File: config.mk
export PLATFORM = sky130hd
export DESIGN_NAME = hazard_ctrl
export DESIGN_NICKNAME = d
export VERILOG_FILES = /design/src/rtl/hazard_ctrl_pkg.sv /design/src/rtl/hazard_loaduse_cmp.sv /design/src/rtl/hazard_ctrl.sv
export SDC_FILE = /design/constraint.sdc
export NUM_CORES = 1
export LEC_CHECK = 0
export CAP_MARGIN = 20
export CORE_ASPECT_RATIO = 0.75
export CORE_MARGIN = 3
export CORE_UTILIZATION = 54
export CTS_CLUSTER_SIZE = 25
export DETAILED_ROUTE_END_ITERATION = 10
export PLACE_DENSITY_LB_ADDON = 0.1
export SLEW_MARGIN = 20
export SYNTH_ARGS = -nofsm -noshare
export SYNTH_HDL_FRONTEND = slang
export SYNTH_SLANG_ARGS = --single-unit
File: constraint.sdc
create_clock -name clk_i -period 5.89 [get_ports clk_i]
set_clock_uncertainty 0.2 [all_clocks]
set_input_delay 1.767 -clock clk_i [delete_from_list [all_inputs] [get_ports clk_i]]
set_output_delay 1.767 -clock clk_i [all_outputs]
set_load 0.01 [all_outputs]
File: src/rtl/hazard_ctrl_pkg.sv
// Shared definitions for the hazard/stall controller and its load-use comparator.
package hazard_ctrl_pkg;

  typedef enum logic [1:0] {
    ST_IDLE     = 2'd0,
    ST_RUN      = 2'd1,
    ST_MEM_WAIT = 2'd2
  } state_t;

  localparam int REG_W_DEF = 5;
  localparam logic [REG_W_DEF-1:0] ZERO_REG = '0;

endpackage

File: src/rtl/hazard_loaduse_cmp.sv
// Pure combinational load-use detector, also reusable by the forwarding unit.
// Zero latency, no state, no backpressure.
module hazard_loaduse_cmp
  import hazard_ctrl_pkg::*;
#(
  parameter int REG_W = REG_W_DEF
) (
  input  logic             i_ex_memread,
  input  logic [REG_W-1:0] i_ex_rt,
  input  logic [REG_W-1:0] i_id_rs,
  input  logic [REG_W-1:0] i_id_rt,
  input  logic             i_id_uses_rt,
  output logic             o_hazard
);

  logic w_dst_live;
  logic w_rs_match;
  logic w_rt_match;

  // A load into the zero register never produces a value worth waiting for.
  assign w_dst_live = (i_ex_rt != REG_W'(ZERO_REG));
  assign w_rs_match = (i_ex_rt == i_id_rs);
  assign w_rt_match = i_id_uses_rt && (i_ex_rt == i_id_rt);
  assign o_hazard   = i_ex_memread && w_dst_live && (w_rs_match || w_rt_match);

endmodule

File: src/rtl/hazard_ctrl.sv
// Pipeline hazard/stall controller: load-use bubbles, memory-wait freeze, branch flush.
// Control outputs are combinational from state + inputs; state/counters update on clk_i.
module hazard_ctrl
  import hazard_ctrl_pkg::*;
#(
  parameter int REG_W       = REG_W_DEF,
  parameter int CNT_W       = 32,
  parameter int MEM_TIMEOUT = 64
) (
  input  logic             clk_i,
  input  logic             rst_i,
  input  logic             start_i,
  input  logic [REG_W-1:0] id_rs_i,
  input  logic [REG_W-1:0] id_rt_i,
  input  logic             id_uses_rt_i,
  input  logic             ex_memread_i,
  input  logic [REG_W-1:0] ex_rt_i,
  input  logic             branch_taken_i,
  input  logic             mem_req_i,
  input  logic             mem_ack_i,
  output logic             pc_hold_o,
  output logic             ifid_hold_o,
  output logic             ifid_flush_o,
  output logic             idex_bubble_o,
  output logic             exmem_hold_o,
  output logic [CNT_W-1:0] stall_cnt_o,
  output logic             err_o
);

  localparam int WAIT_W = $clog2(MEM_TIMEOUT + 1);

  state_t              r_state;
  logic                r_pend_flush;
  logic [WAIT_W-1:0]   r_wait_cnt;
  logic [CNT_W-1:0]    r_stall_cnt;
  logic                r_err;

  logic w_miss;
  logic w_loaduse;
  logic w_pc_hold;
  logic w_ifid_hold;
  logic w_ifid_flush;
  logic w_idex_bubble;
  logic w_exmem_hold;

  assign w_miss = mem_req_i && !mem_ack_i;

  hazard_loaduse_cmp #(.REG_W(REG_W)) u_lu_cmp (
    .i_ex_memread (ex_memread_i),
    .i_ex_rt      (ex_rt_i),
    .i_id_rs      (id_rs_i),
    .i_id_rt      (id_rt_i),
    .i_id_uses_rt (id_uses_rt_i),
    .o_hazard     (w_loaduse)
  );

  always_comb begin
    w_pc_hold     = 1'b0;
    w_ifid_hold   = 1'b0;
    w_ifid_flush  = 1'b0;
    w_idex_bubble = 1'b0;
    w_exmem_hold  = 1'b0;
    case (r_state)
      ST_RUN: begin
        if (w_miss) begin
          w_pc_hold    = 1'b1;
          w_ifid_hold  = 1'b1;
          w_exmem_hold = 1'b1;
        end else if (w_loaduse) begin
          // Branch outcome from stale operands is dropped here.
          w_pc_hold     = 1'b1;
          w_ifid_hold   = 1'b1;
          w_idex_bubble = 1'b1;
        end else begin
          w_ifid_flush = r_pend_flush || branch_taken_i;
        end
      end
      ST_MEM_WAIT: begin
        w_pc_hold    = 1'b1;
        w_ifid_hold  = 1'b1;
        w_exmem_hold = 1'b1;
      end
      default: begin
        w_pc_hold     = 1'b1;
        w_ifid_hold   = 1'b1;
        w_idex_bubble = 1'b1;
      end
    endcase
  end

  always_ff @(posedge clk_i) begin
    if (rst_i) begin
      r_state      <= ST_IDLE;
      r_pend_flush <= 1'b0;
      r_wait_cnt   <= '0;
      r_stall_cnt  <= '0;
      r_err        <= 1'b0;
    end else begin
      if (w_pc_hold && (r_state != ST_IDLE) && (r_stall_cnt != '1))
        r_stall_cnt <= r_stall_cnt + CNT_W'(1);
      case (r_state)
        ST_IDLE: begin
          if (start_i) r_state <= ST_RUN;
        end
        ST_RUN: begin
          if (w_miss) begin
            r_state    <= ST_MEM_WAIT;
            r_wait_cnt <= WAIT_W'(1);
            if (branch_taken_i) r_pend_flush <= 1'b1;
          end else if (!w_loaduse) begin
            r_pend_flush <= 1'b0;
          end
        end
        ST_MEM_WAIT: begin
          // ID is frozen here, so a taken branch stays valid until released.
          if (branch_taken_i) r_pend_flush <= 1'b1;
          if (mem_ack_i) begin
            r_state    <= ST_RUN;
            r_wait_cnt <= '0;
          end else if (r_wait_cnt == WAIT_W'(MEM_TIMEOUT)) begin
            r_err      <= 1'b1;
            r_state    <= ST_RUN;
            r_wait_cnt <= '0;
          end else begin
            r_wait_cnt <= r_wait_cnt + WAIT_W'(1);
          end
        end
        default: r_state <= ST_IDLE;
      endcase
    end
  end

  assign pc_hold_o     = w_pc_hold;
  assign ifid_hold_o   = w_ifid_hold;
  assign ifid_flush_o  = w_ifid_flush;
  assign idex_bubble_o = w_idex_bubble;
  assign exmem_hold_o  = w_exmem_hold;
  assign stall_cnt_o   = r_stall_cnt;
  assign err_o         = r_err;

endmodule

======== Word level (Yosys, flattened, before mapping) ========
Index checks and enable logic that the tools add are counted.
Widths: inputs -> output; s select.
word-level totals
  output and inout bits ................... 38
  logic and storage cells ................. 58
  register bits ........................... 43
  input port bits ......................... 23
cells by class
  bitwise operators ....................... 1
  reductions and logical operators ........ 17
  $add $sub $neg .......................... 2
  mux-type cells .......................... 23
  eq/ne operators ......................... 10
operators with widths
  cell                   number
  $add 32x1->32 const B  1
  $ne 32x32->1 const B   1
  $mux 7                 3
  $pmux 7 s2             1
  $mux 1                 11
  $eq 5x5->1             2
  $mux 2                 4
  $add 7x1->7 const B    1
  $eq 7x7->1 const B     1
  $logic_and 1x1->1      6
  $ne 3x3->1 const B     2
  $pmux 1 s2             3
  $pmux 2 s3             1
  $reduce_and 3->1       2
  $reduce_bool 5->1      1
  $ne 2x2->1 const B     2
  $reduce_and 2->1       2
  $reduce_bool 2->1      2
  $eq 2x1->1 const B     1
  $eq 2x2->1 const B     1
  $logic_not 2->1        1
  $logic_or 1x1->1       2
  $logic_not 1->1        1
  $not 1->1              1

======== Logic depth before layout (Yosys ltp) ========
Gate-level depths: netlist (run 1).
  depth in word-level cells ............... 9
  gate-level depth with buffers ........... 9
  gate-level depth less buffers ........... 8

======== By module ========
From an unflattened synthesis (run 1), not the netlist that was laid out.
unflattened totals
  cells, all modules ...................... 297
  area total of the unflattened synthesis .. 2456.1 um^2
modules (own cells, without submodules)
  module              area an instance (um^2)  seq. area each (um^2)  times used  cells an instance
  hazard_ctrl         2323.5                   860.8                  1           280
  hazard_loaduse_cmp  132.6                    0.0                    1           17

======== Worst setup path after synthesis (run 1) ========
OpenSTA, ideal clock, no wires.
  kind .................................... in2out
  start ................................... input port ex_rt_i[0]
  end ..................................... output port ifid_flush_o
  data arrival time ....................... 3127 ps
  path slack .............................. 796 ps
  cell stages on the path ................. 5
  buffers on the path ..................... 0
  required time ........................... 3923 ps
  path through ............................ or4_1 > o21a_1 > a21oi_1 > inv_1 > nor2_1
between the ends
  word-level cells in the longest chain between the ends .. 7
RTL lines
  what                 RTL line                  text
  from (decl)          hazard_ctrl.sv:17         input logic [REG_W-1:0] ex_rt_i,
  $eq 5x5->1           hazard_loaduse_cmp.sv:23  assign w_rt_match = i_id_uses_rt && (i_ex_rt == i_id_rt);
  $logic_and 1x1->1    hazard_loaduse_cmp.sv:23
  $logic_or 1x1->1     hazard_loaduse_cmp.sv:24  assign o_hazard = i_ex_memread && w_dst_live && (w_rs_match || w_rt_match);
  $logic_and 1x1->1 *  hazard_loaduse_cmp.sv:24
  $mux 1 *             hazard_ctrl.sv:69         end else if (w_loaduse) begin
  $mux 1 *             hazard_ctrl.sv:65         if (w_miss) begin
  $mux 1 *             hazard_ctrl.sv:63         case (r_state)
  to (decl)            hazard_ctrl.sv:23         output logic ifid_flush_o,
Every way passes the cells marked *; elsewhere a longest branch is shown, timed or not.

======== Worst setup path after layout (run 1) ========
  start ................................... input port ex_rt_i[3]
  end ..................................... output port idex_bubble_o
between the ends
  word-level cells in the longest chain between the ends .. 7
RTL lines
  what                 RTL line                  text
  $eq 5x5->1           hazard_loaduse_cmp.sv:23
  $logic_and 1x1->1    hazard_loaduse_cmp.sv:23
  $logic_or 1x1->1     hazard_loaduse_cmp.sv:24
  $logic_and 1x1->1 *  hazard_loaduse_cmp.sv:24
  $mux 1 *             hazard_ctrl.sv:69
  $mux 1 *             hazard_ctrl.sv:65
  $pmux 1 s2 *         hazard_ctrl.sv:63
  to (decl)            hazard_ctrl.sv:24         output logic idex_bubble_o,
Marks and branches as above.

==> results of run 1 <==
==> stage by stage <==
stage          utilization  hold slack [ns]  instances  instance area [sq um]
3_3_place_gp        0.7389           0.2589        407                   3162
5_1_grt             0.7705           0.3221        415                   3297
2_1_floorplan            -           0.2349        298                   2531
6_report            0.7705           0.2910        415                   3297
3_5_place_dp        0.7389           0.2623        407                   3162
4_1_cts             0.7699           0.2917        415                   3294
==> metal layers <==
| layer | GRT usage | part of all wire |
|---|---|---|
| met1 | 0.3095 | 0.45 |
| met2 | 0.3779 | 0.48 |
| met3 | 0.04637 | 0.059 |
| met4 | 0.08696 | 0.012 |
| met5 | 0 | 0 |
==> placed cells by master (no fill, tap or decap), types with 5 or more instances in the layout <==
master            n
nand3_1          14
dfxtp_1          43
clkbuf_8          5
o21ai_0          12
inv_1             8
buf_4             9
nand2_1          23
or4_1            25
nor2_1           17
nor2b_1          11
nand4_1          12
ha_1              6
a21oi_1          29
clkdlybuf4s50_1  59
o31ai_1          20
xnor2_1          11
==> cells by family after synthesis <==
group / after synthesis / synth area share
AND/OR/NAND/NOR: 136 / 0.3371
AO/OA/AOI/OAI: 72 / 0.1745
flip-flops: 43 / 0.3401
buffers and inverters: 23 / 0.05388
XOR/XNOR: 15 / 0.05190
adder cells (fa/ha/maj): 6 / 0.02966
multiplexers: 3 / 0.01285
==> final timing paths <==
kind,startpoint,to,slack (ns),cells after the start
worst max-delay path,ex_rt_i[3],idex_bubble_o,0.15,8
worst min-delay path,err_o,err_o,0.29,2
worst max register to register,stall_cnt_o[0],stall_cnt_o[31],2.91,7
worst min register to register,err_o,err_o,0.29,2
==> power breakdown <==
group          internal (mW)  total, mW  switching, mW
Combinational          0.121      0.292          0.171
Sequential             0.307      0.328         0.0205
Clock                  0.170      0.276          0.106
==> state kept, by name, summed over array words and instances (netlist names) <==
signal and flops:
r_state 2, err_o 1, r_pend_flush 1, stall_cnt_o 32, r_wait_cnt 7
==> critical path, delay by kind of cell <==
kind                      cells  cell delay (ns)
and+or+nand+nor               2             0.30
xor gates and xnor gates      1             0.17
buffers and inverters         3             1.13
AOI/OAI and AO/OA             2             0.41
==> what timing repair did <==
item,CTS,global route
endpoints found under the setup margin,0,1
hold endpoints to repair,0,0
resized for setup,0,1
setup buffers,0,0
==> area by class of cell <==
class | instances | area (sq um)
repair buffers | 69 | 670.6
well taps | 55 | 68.82
clock buffers | 6 | 72.57
fillers | 329 | 982.2
inverters | 8 | 30.03
clock inverters | 2 | 60.06
multi-input cells | 232 | 1534
flip-flops and latches | 43 | 860.8
==> metrics.md, run 1 <==
| Metric | Value |
|---|---|
| Syn Nets | `327` |
| Netlist Area Pre-Place | `2531 sq um` |
| CTS clock-pin slew for the worst setup and hold paths | `~0.080 ns` |
| Clock Latency Late Sink | `0.30 ns` |
| Most area-hungry cell type in the Yosys netlist | `dfxtp_1` |
| Worst setup margin | `approximately 0.15 ns` |
| Slew HR | `0.2943` |
| Synth area leaders | `dfxtp_1, or4_1, o31ai_1` |
| Sequential share of the synthesized area | `0.3401` |
| Worst Path Arrival | `roughly 3.8 ns` |
| GRT Util Overall | `0.2339` |
| Commonest cells in the netlist | `dfxtp_1, a21oi_1, or4_1` |
| Crit-path cells | `clkdlybuf4s50_1 > buf_4 > xnor2_1 > nand4_1 > o22ai_1 > nand3_1 > o21ai_0 > clkdlybuf4s50_1` |
| Peak Freq | `between 150 and 200 MHz` |
| First-pass GRT wire length | `approximately 11 mm` |
| Initial antenna violation count | `0` |
| Post-route clock period utilization | `0.9749` |
| Yosys warns | `0` |
| Crit Path Class | `input pin to primary output` |
| Synthesized flop and latch total | `43` |
| Most common cell in the netlist | `dfxtp_1` |
| RSZ-0062 raised after global routing | `no` |
| Leak pwr | `1.110 nW` |
| Max-Cap Viols | `0` |
| Crit-path slowest cell | `clkdlybuf4s50_1` |
| Count of cell types in the netlist | `49` |
| Number of synthesized flops with an enable pin | `0` |
| Avg Inst Size Synth | `between 8 and 9 sq um` |
| Power density cells | `271.7 nW/um^2` |
| Setup TNS | `0 ns` |
| Routed vias/inst | `6.080` |
| Vias in the first global route | `2326` |
| Final ANT Viol Nets | `0` |
| Crit-path max cell delay | `0.56 ns` |
| Final Hold Vio Count | `0` |
| Antenna Cells | `0` |
| Core area | `4279 sq um` |
| CTS root buffer | `clkbuf_8` |
| # IOs | `between 60 and 70` |
| Critical path peak fanout | `3` |
| Nets | `approximately 390` |
| Worst Path Required | `slightly below 4 ns` |
| Initial core utilization | `0.5915` |
| Chip Height | `65.29 um` |
| Final wirelength | `~6.4 mm` |
| CTS Hold Bufs | `0` |
| Final Slew Violations | `0` |
| Detailed-route via count | `about 2500` |
| CTS H-tree lvls | `2` |
| Cell mode on critical path | `clkdlybuf4s50_1` |
| Die Wd | `85.06 um` |
| Synth Flop Type | `dfxtp_1` |
| Total CTS buffers | `5` |
| Peak VDD IR | `between 0.2 and 0.25 mV` |
| DR WL/cell | `between 15 and 20 um` |
| CTS tree | `yes` |
| Port Buffers | `60` |
| Iteration-0 DRC Markers | `145` |
| DRT Pass-1 Iters | `5` |
| Num rows | `20` |
| Area Overhead vs Synth | `30.25%` |
| Worst Hold Class | `flop to flop` |
| GPL Wtd Cong | `~0.87` |
| Async SR Flop Fraction | `0` |
| # DRC | `0` |
| Cell count after synthesis | `just under 300` |
| Final Setup Violations | `0` |
| Min Tclk post-route | `5.742 ns` |
| GRT overflow | `0` |
| Longest Clk Path Bufs | `2` |
| Pwr Total | `about 900 uW` |
| Sinks on Clock Net | `43` |
| Critical Path End Type | `primary output` |
| Share of cells above drive strength 1 | `0.08333` |
| Largest net degree at the start of global routing | `38` |
| Post-DP HPWL | `roughly 4.5 mm` |
| Critical Path Start Type | `input pin` |
| Die area | `approximately 5600 sq um` |
| Setup WS pre-CTS | `around 0.023 ns` |
| Worst-Margin Slew | `about 1.1 ns` |
| Top-area cell type share of the netlist area | `0.3401` |
| Status | `complete, no violations` |
No activity file was read; power rests on OpenSTA's default activity.
==> run 2: changes to the inputs <==
CORE_ASPECT_RATIO = 2   (was 0.75)
==> run 2 against run 1 <==
- sequential power is essentially flat
- final area up 0.34%
- clock power is 17% lower
- routed wire length fell by 3.2%
- sequential share of layout area is 0.089 points lower
- global-route usage grew 0.69 points
- count of clock-buffer cells in the layout is 1 lower
- sequential cell count did not move
- worst hold slack lost 0.010 ns
- critical path type unchanged
- highest routed layer unchanged
==> metrics.md, run 2 (synthesis gave the netlist of run 1 again) <==
| Metric | Value |
|---|---|
| Post-route clock period utilization | `0.9619 (-0.01303)` |
| Final wirelength | `6.185 mm (-3.2%)` |
| Critical Path Start Type | `input pin` |
| Worst reg2reg setup slack | `3.14 ns (+0.23 ns)` |
| # IOs | `61 (unchanged)` |
| Sinks on Clock Net | `43 (unchanged)` |
| Initial core utilization | `0.5721 (-0.01941)` |
| Post-DP HPWL | `4.687 mm (+3.7%)` |
| Detailed-route via count | `2481 (-1.7%)` |
| Iteration-0 DRC Markers | `41 (-72%)` |
| Final Setup Violations | `0 (unchanged)` |
| CTS clock-pin slew for the worst setup and hold paths | `0.09 ns (about the same)` |
| Nets | `390 (+0.52%)` |
| Die area | `5594 sq um (+0.74%)` |
| CTS tree | `yes` |
| CTS H-tree lvls | `2 (unchanged)` |
| Post-CTS resize count | `0 (unchanged)` |
| Antenna Cells | `0 (unchanged)` |
| Status | `complete, no violations` |
| DRT Pass-1 Iters | `4 (-1)` |
| Min Tclk post-route | `5.666 ns (-0.07674 ns)` |
| Routed vias/inst | `5.964 (-1.9%)` |
| Total CTS buffers | `5 (unchanged)` |
| Peak VDD IR | `0.2828 mV (+31%)` |
| Placement Cell Area | `3168 sq um (+0.20%)` |
| Post-route cell area | `3308 sq um (+0.34%)` |
| Core area | `4424 sq um (+3.4%)` |
| RSZ-0062 raised after global routing | `no` |
| Num rows | `34 (+70%)` |
| GPL Wtd Cong | `0.7586 (-13%)` |
| GRT overflow | `0 (unchanged)` |
| First-pass GRT wire length | `10.28 mm (-3.4%)` |
| GRT Util Overall | `0.2408 (+0.006879)` |
| Peak Freq | `176.5 MHz (+1.4%)` |
| Worst Hold Class | `flop to flop` |
| Power density cells | `258.5 nW/um^2 (-4.8%)` |
| Setup Buffers After CTS | `0 (unchanged)` |
| Die Wd | `54.41 um (-36%)` |
| Reg-to-Reg End | `stall_cnt_o[5]` |
| Setup WS pre-CTS | `0.01723 ns (-0.005713 ns)` |
| Crit Path Class | `input pin to primary output` |
| Vias in the first global route | `2325 (-0.043%)` |
| Most common cell after layout, fill and taps aside | `clkdlybuf4s50_1` |
| Critical path peak fanout | `3 (unchanged)` |
| Crit-path cells | `clkdlybuf4s50_1 > buf_4 > xnor2_1 > nand4_1 > o22ai_2 > nand3_1 > o21ai_0 > clkdlybuf4s50_1` |
| Max-Cap Viols | `0 (unchanged)` |
| Worst Path Arrival | `3.70 ns (-0.08 ns)` |
| Final Hold Vio Count | `0 (unchanged)` |
| Worst Path Required | `3.92 ns (about the same)` |
| Cell mode on critical path | `clkdlybuf4s50_1` |
| Non-Filler Instances | `416 (+0.24%)` |
| Final Util | `0.7477 (-0.02273)` |
| Largest net degree at the start of global routing | `35 (-7.9%)` |
| Crit-path max cell delay | `0.55 ns (about the same)` |
| R2R cell count | `9 (+2)` |
| Share of cells above drive strength 1 | `0.09669 (+0.01335)` |
| Most frequent cells in the layout | `clkdlybuf4s50_1, dfxtp_1, a21oi_1` |
| DR WL/cell | `14.87 um (-3.4%)` |
| Port Buffers | `60 (unchanged)` |
| Final ANT Viol Nets | `0 (unchanged)` |
| # DRC | `0 (unchanged)` |
| End of the worst hold path | `err_o` |
| CTS root buffer | `clkbuf_8` |
| Worst setup margin | `0.2243 ns (+0.07674 ns)` |
| Clock Latency Late Sink | `0.29 ns (about the same)` |
| Chip Height | `102.8 um (+57%)` |
| Largest register FFs | `32 (unchanged)` |
| Setup TNS | `0 ns (unchanged)` |
| Initial antenna violation count | `0 (unchanged)` |
| Crit-path slowest cell | `clkdlybuf4s50_1` |
| Critical Path End Type | `primary output` |
| Leak pwr | `1.115 nW (+0.43%)` |
| Reg2reg start | `r_state[1]` |
| Hold depth | `2 (unchanged)` |
| Slew HR | `0.3840 (+0.08969)` |
| Final Slew Violations | `0 (unchanged)` |
| Area Overhead vs Synth | `30.70%` |
| Hold wc startpoint | `err_o` |
| CTS Hold Bufs | `0 (unchanged)` |
| Longest Clk Path Bufs | `2 (unchanged)` |
| Placed Cells | `407 (unchanged)` |
| Worst-Margin Slew | `0.9211 ns (-0.1340 ns)` |
## run 2: routing by layer
layer | vias to the layer above | routed length [um] | track usage
met5 | - | 0 | 0
met1 | 1163 | 2299 | 0.2550
met2 | 55 | 3461 | 0.4524
met4 | 0 | 87 | 0.06334
li1 | 1255 | - | -
met3 | 8 | 336 | 0.05355
## run 2: cell type report
cell class / count / area [sq um]
well taps: 54 / 67.56
clock buffers: 5 / 68.82
repair buffers: 71 / 693.2
fillers: 369 / 1116
flip-flops and latches: 43 / 860.8
multi-input cells: 232 / 1544
clock inverters: 3 / 43.79
inverters: 8 / 30.03
## run 2: critical path, delay by kind of cell
| kind | cells | cell delay, ns |
|---|---|---|
| simple gates | 2 | 0.29 |
| compound gates | 2 | 0.36 |
| buf+inv | 3 | 1.13 |
| xor+xnor | 1 | 0.15 |
## run 2: worst max path at each step
stage / from / end / slack (ns) / depth (start not counted)
after floorplan: ex_rt_i[0] / ifid_flush_o / 0.80 / 5
after global placement: ex_rt_i[0] / ifid_flush_o / 0.11 / 7
after detailed placement: ex_rt_i[3] / ifid_flush_o / 0.02 / 7
after CTS: ex_rt_i[3] / ifid_flush_o / 0.01 / 7
after global routing: ex_rt_i[3] / idex_bubble_o / 0.05 / 8
final: ex_rt_i[2] / idex_bubble_o / 0.22 / 8
## run 2: per-stage QoR
stage	hold WS (ns)	power, mW
2_1_floorplan	0.2349	0.5304
3_3_place_gp	0.2524	0.6212
3_5_place_dp	0.2623	0.6295
4_1_cts	0.2858	0.8591
5_1_grt	0.3106	0.9007
6_report	0.2808	0.8552
## run 2: power by group
| part | switching [mW] | internal, mW |
|---|---|---|
| Combinational | 0.168 | 0.128 |
| Clock | 0.104 | 0.126 |
| Sequential | 0.0216 | 0.307 |
| Total | 0.294 | 0.562 |
==> run 3: changes to the inputs <==
HOLD_SLACK_MARGIN = 0.08   (was default)
==> results of run 3 <==
Same layout as run 2: the final DEF is identical, and so are final timing and power.
